**src/rtl/serial_subtractor.sv**
```systemverilog
// serial_subtractor: multi-cycle a - b - bin, STEP bits per clock, LSB slice first.
// The borrow is carried between slices in borrow_reg; diff/borrow/ovf are loaded
// only on the edge that completes the last slice, and they hold until the next completion.
module serial_subtractor #(
    parameter int WIDTH = 8,
    parameter int STEP  = 1
) (
    input  logic             clk,
    input  logic             rst,
    input  logic             start,
    input  logic [WIDTH-1:0] a,
    input  logic [WIDTH-1:0] b,
    input  logic             bin,
    output logic             busy,
    output logic             done,
    output logic [WIDTH-1:0] diff,
    output logic             borrow,
    output logic             ovf
);

    localparam int N  = WIDTH / STEP;
    localparam int CW = (N > 1) ? $clog2(N) : 1;

    // Reject parameter sets that cannot be split into whole slices.
    generate
        if (WIDTH < 1 || STEP < 1 || (WIDTH % STEP) != 0) begin : g_bad_params
            $error("serial_subtractor: STEP must be >= 1 and divide WIDTH evenly");
        end
    endgenerate

    typedef enum logic [1:0] {IDLE, RUN, DONE} state_t;

    state_t           state;
    logic [WIDTH-1:0] a_sh;        // minuend, shifted right one slice per step
    logic [WIDTH-1:0] b_sh;        // subtrahend, shifted right one slice per step
    logic [WIDTH-1:0] res_sh;      // result slices enter at the top and move down
    logic             a_msb;       // original sign bits, kept for the overflow test
    logic             b_msb;
    logic             borrow_reg;
    logic [CW-1:0]    cnt;

    logic [STEP:0]    slice;
    logic [WIDTH-1:0] res_next;
    logic             ovf_next;

    // One slice of the subtraction; the extra top bit is the borrow out of the slice.
    always_comb begin
        slice = {1'b0, a_sh[STEP-1:0]} - {1'b0, b_sh[STEP-1:0]} - {{STEP{1'b0}}, borrow_reg};
    end

    // After the final slice the newest bits land in the MSB position, so res_next is the full diff.
    generate
        if (WIDTH == STEP) begin : g_single
            assign res_next = slice[STEP-1:0];
        end else begin : g_multi
            assign res_next = {slice[STEP-1:0], res_sh[WIDTH-1:STEP]};
        end
    endgenerate

    // Overflow only possible when the operand signs differ.
    assign ovf_next = (a_msb != b_msb) && (res_next[WIDTH-1] != a_msb);

    // Control FSM and datapath registers; accepting from DONE gives back-to-back operation.
    always_ff @(posedge clk or posedge rst) begin
        if (rst) begin
            state      <= IDLE;
            a_sh       <= '0;
            b_sh       <= '0;
            res_sh     <= '0;
            a_msb      <= 1'b0;
            b_msb      <= 1'b0;
            borrow_reg <= 1'b0;
            cnt        <= '0;
            busy       <= 1'b0;
            done       <= 1'b0;
            diff       <= '0;
            borrow     <= 1'b0;
            ovf        <= 1'b0;
        end else begin
            done <= 1'b0;
            case (state)
                IDLE, DONE: begin
                    if (start) begin
                        a_sh       <= a;
                        b_sh       <= b;
                        res_sh     <= '0;
                        a_msb      <= a[WIDTH-1];
                        b_msb      <= b[WIDTH-1];
                        borrow_reg <= bin;
                        cnt        <= '0;
                        busy       <= 1'b1;
                        state      <= RUN;
                    end else begin
                        state <= IDLE;
                    end
                end
                RUN: begin
                    a_sh       <= a_sh >> STEP;
                    b_sh       <= b_sh >> STEP;
                    res_sh     <= res_next;
                    borrow_reg <= slice[STEP];
                    cnt        <= cnt + 1'b1;
                    if (cnt == CW'(N - 1)) begin
                        diff   <= res_next;
                        borrow <= slice[STEP];
                        ovf    <= ovf_next;
                        busy   <= 1'b0;
                        done   <= 1'b1;
                        state  <= DONE;
                    end
                end
                default: state <= IDLE;
            endcase
        end
    end

endmodule

```
**config.mk**
```make
export PLATFORM = sky130hd
export DESIGN_NAME = serial_subtractor
export DESIGN_NICKNAME = d
export VERILOG_FILES = /design/src/rtl/serial_subtractor.sv
export SDC_FILE = /design/constraint.sdc
export NUM_CORES = 1
export LEC_CHECK = 0
export ABC_AREA = 1
export CAP_MARGIN = 0
export CORE_UTILIZATION = 53
export CTS_CLUSTER_DIAMETER = 200
export CTS_CLUSTER_SIZE = 25
export DETAILED_ROUTE_END_ITERATION = 6
export PLACE_DENSITY = 0.85
export SYNTH_ARGS = -nofsm -noshare
export SYNTH_HDL_FRONTEND = slang
export SYNTH_SLANG_ARGS = --single-unit
```
**constraint.sdc**
```tcl
create_clock -name clk -period 2.02 [get_ports clk]
set_clock_uncertainty 0.2 [all_clocks]
set_input_delay 0.202 -clock clk [delete_from_list [all_inputs] [get_ports clk]]
set_output_delay 0.202 -clock clk [all_outputs]
set_load 0.02 [all_outputs]
```
==> results.toml <==
[synthesis]
synthFlopType = "dfrtp_1"
synth-seq-area-share = 0.533
yosys_warnings = 0
syn_nets = 264
ys_top_cells_by_area = "dfrtp_1, nand2_1, inv_1"
synth.top_cell.area_share = 0.533
yosysMostFrequentCell = "nand2_1"
synth_cell_types = 20
yosys.area.top_type = "dfrtp_1"
syn_area_um2 = 2020
synthCells = 241
ys_ff_latch = 43
syn_avg_cell_area_um2 = 8.37
synth_common_cells = "nand2_1, inv_1, dfrtp_1, nand3_1, o21ai_1"
synth-edff-count = 0
synth_async_sr_flop_share = 1.00

[grt]
grt_usage = 0.222
grt_first_pass_wirelength_um = 6800
grt_max_degree = 44
grt-ovfl-total = 0
antenna_found_initial = 0
grt_pass1_vias = 1449

[power]
ir_worst_vdd_mv = 0.804
p_leak_nw = 1.31
seqPwrFrac = 0.361
p_int_mw = 2.49
p_switching_mw = 1.66
swShare = 0.400
pwr_density_cell_nw_per_um2 = 1670
p_clk_frac = 0.190
comb_power_share = 0.449

[route]
drcViolationCount = 0
initialDrtViolationCount = 140
avgRoutedWirePerCell_um = 11.6
detail-route-antenna-nets = 0
wirelength_um = 3750
drt_pass1_iterations = 4
via_count = 1548
vias_per_cell = 4.81

[worst_setup_path]
cp-start-kind = "flop"
crit_type = "flop to flop"
path_cells = "ha_1, ha_1, nand2_1, buf_4, nand2_1, o21ai_1"
cp_slowest_stage_delay_ps = 400
critPathArrivalTime_ps = 1720
end_kind = "flop"
cp_num_buf_inv = 1
cp_max_fo = 14
slowest_stage = "dfrtp_1"
required_ps = 2050
cpLargestDelayFamily = "adder cells"

[place]
hpwl_um = 2460
gp_congestion = 0.783
port_buffers = 31
pre_cts_ws_ps = 370
placed_area_um2 = 2340

[finish]
n_fill_cell = 294
area_delta_synth_final_pct = 22.8
postLayoutCellArea_um2 = 2480
n_antenna_cell = 0
largest_registers = "a_sh x8, b_sh x8, diff x8"
nNetsFinal = 296
final_layout_size_suffix_gt1_frac = 0.0730

[clock_tree]
ctsResizeCount = 0
ctsHoldBuffers = 0
cts_inserted_buffers = 5
cts_tree = "yes"
cts.sinks = 43
cts_buffer_depth = 2
clk_root_buffer_cell = "clkbuf_8"
cts_setup_buffers = 0
clock_latency_ps = 300
clk_pin_slew_ps = 80
htree_levels = 2

[sta]
max_freq_mhz = 589
fin_crit_ps = 1700
finalSetupViolations = 0
timing.setup.tns_ps = 0
grt_setup_unrepaired = "no"
final_hold_viol_count = 0
final.period_utilization = 0.840
tightest_slew_ps = 516
relSlewSlack = 0.656
report.final.slew_viol_count = 0
worst_slack_ps = 324

[run_status]
status = "completed"

[die]
core_region_area_um2 = 3660
io_pins = 32
row_count = 22
start_util = 0.551
dieHeight_um = 63.7
die_w_um = 63.7
dieArea_um2 = 4060

[hold_path]
hp-class = "primary input to async pin"

[flow_run]
maxCapViolations = 0
-- final timing paths --
check / from / cells past startpoint / slack [ps] / to
max: cnt[0] / 6 / 320 / diff[5]
min: rst / 3 / 120 / borrow
max reg2reg: cnt[0] / 6 / 320 / diff[5]
min reg2reg: busy / 2 / 280 / busy
max in group asynchronous: rst / 3 / 1140 / diff[4]
min in group clk: a[7] / 3 / 270 / a_sh[7]
-- area by class of cell --
type                       instances  area (um^2)  area share
timing repair buffer              35          340       0.137
inverter                          48          188      0.0758
multi-input combinational        140          677       0.273
clock inverter                     3         67.6      0.0273
clock buffer                       5         68.8      0.0278
tap                               48         60.1      0.0242
sequential                        43         1080       0.434
-- cells in the final DEF, fill, tap and decap left out, drive strengths merged --
cell type       n
a21oi           1
buf             4
bufinv          2
clkbuf          5
clkdlybuf4s50  31
clkinvlp        1
dfrtp          43
fa              1
ha              2
inv            48
nand2          80
nand3          31
nor2            4
o21ai          21
-- per-layer routing --
layer	vias up	wire length, um	GRT usage	share of wire
li1	794	-	-	-
met1	720	1700	0.300	0.45
met2	29	1850	0.347	0.49
met3	5	137	0.0344	0.037
met4	0	58	0.111	0.015
met5	-	0	0	0
-- tightest hold or removal path: stages --
cell             delay [ps]
clkdlybuf4s50_1         390
inv_1                    50
buf_4                   430
-- metrics by stage --
step                utilization  hold slack [ps]  total power, mW  std cells
global placement          0.639              258             3.28        314
floorplan                     -              139             2.89        241
finish                    0.677              119             4.15        322
detailed placement        0.639              265             3.35        314
CTS                       0.677              146             4.16        322
global route              0.677              193             4.51        322
-- logic make-up (layout without fill, tap and decap cells) --
kind of cell | after synthesis | after routing | share of synthesized area
compound gates | 22 | 22 | 0.0564
simple gates | 115 | 115 | 0.257
fa+ha+maj | 3 | 3 | 0.0223
buf+inv | 58 | 91 | 0.131
flops | 43 | 43 | 0.533
-- power by group through the flow --
stage	sequential, mW	combinational (mW)	clock (mW)
after floorplan	1.57	1.32	0
after global placement	1.49	1.79	0
after detailed placement	1.51	1.84	0
after CTS	1.49	1.87	0.796
after global routing	1.55	2.13	0.825
final	1.50	1.86	0.789
(Power assumes the default switching activity.)
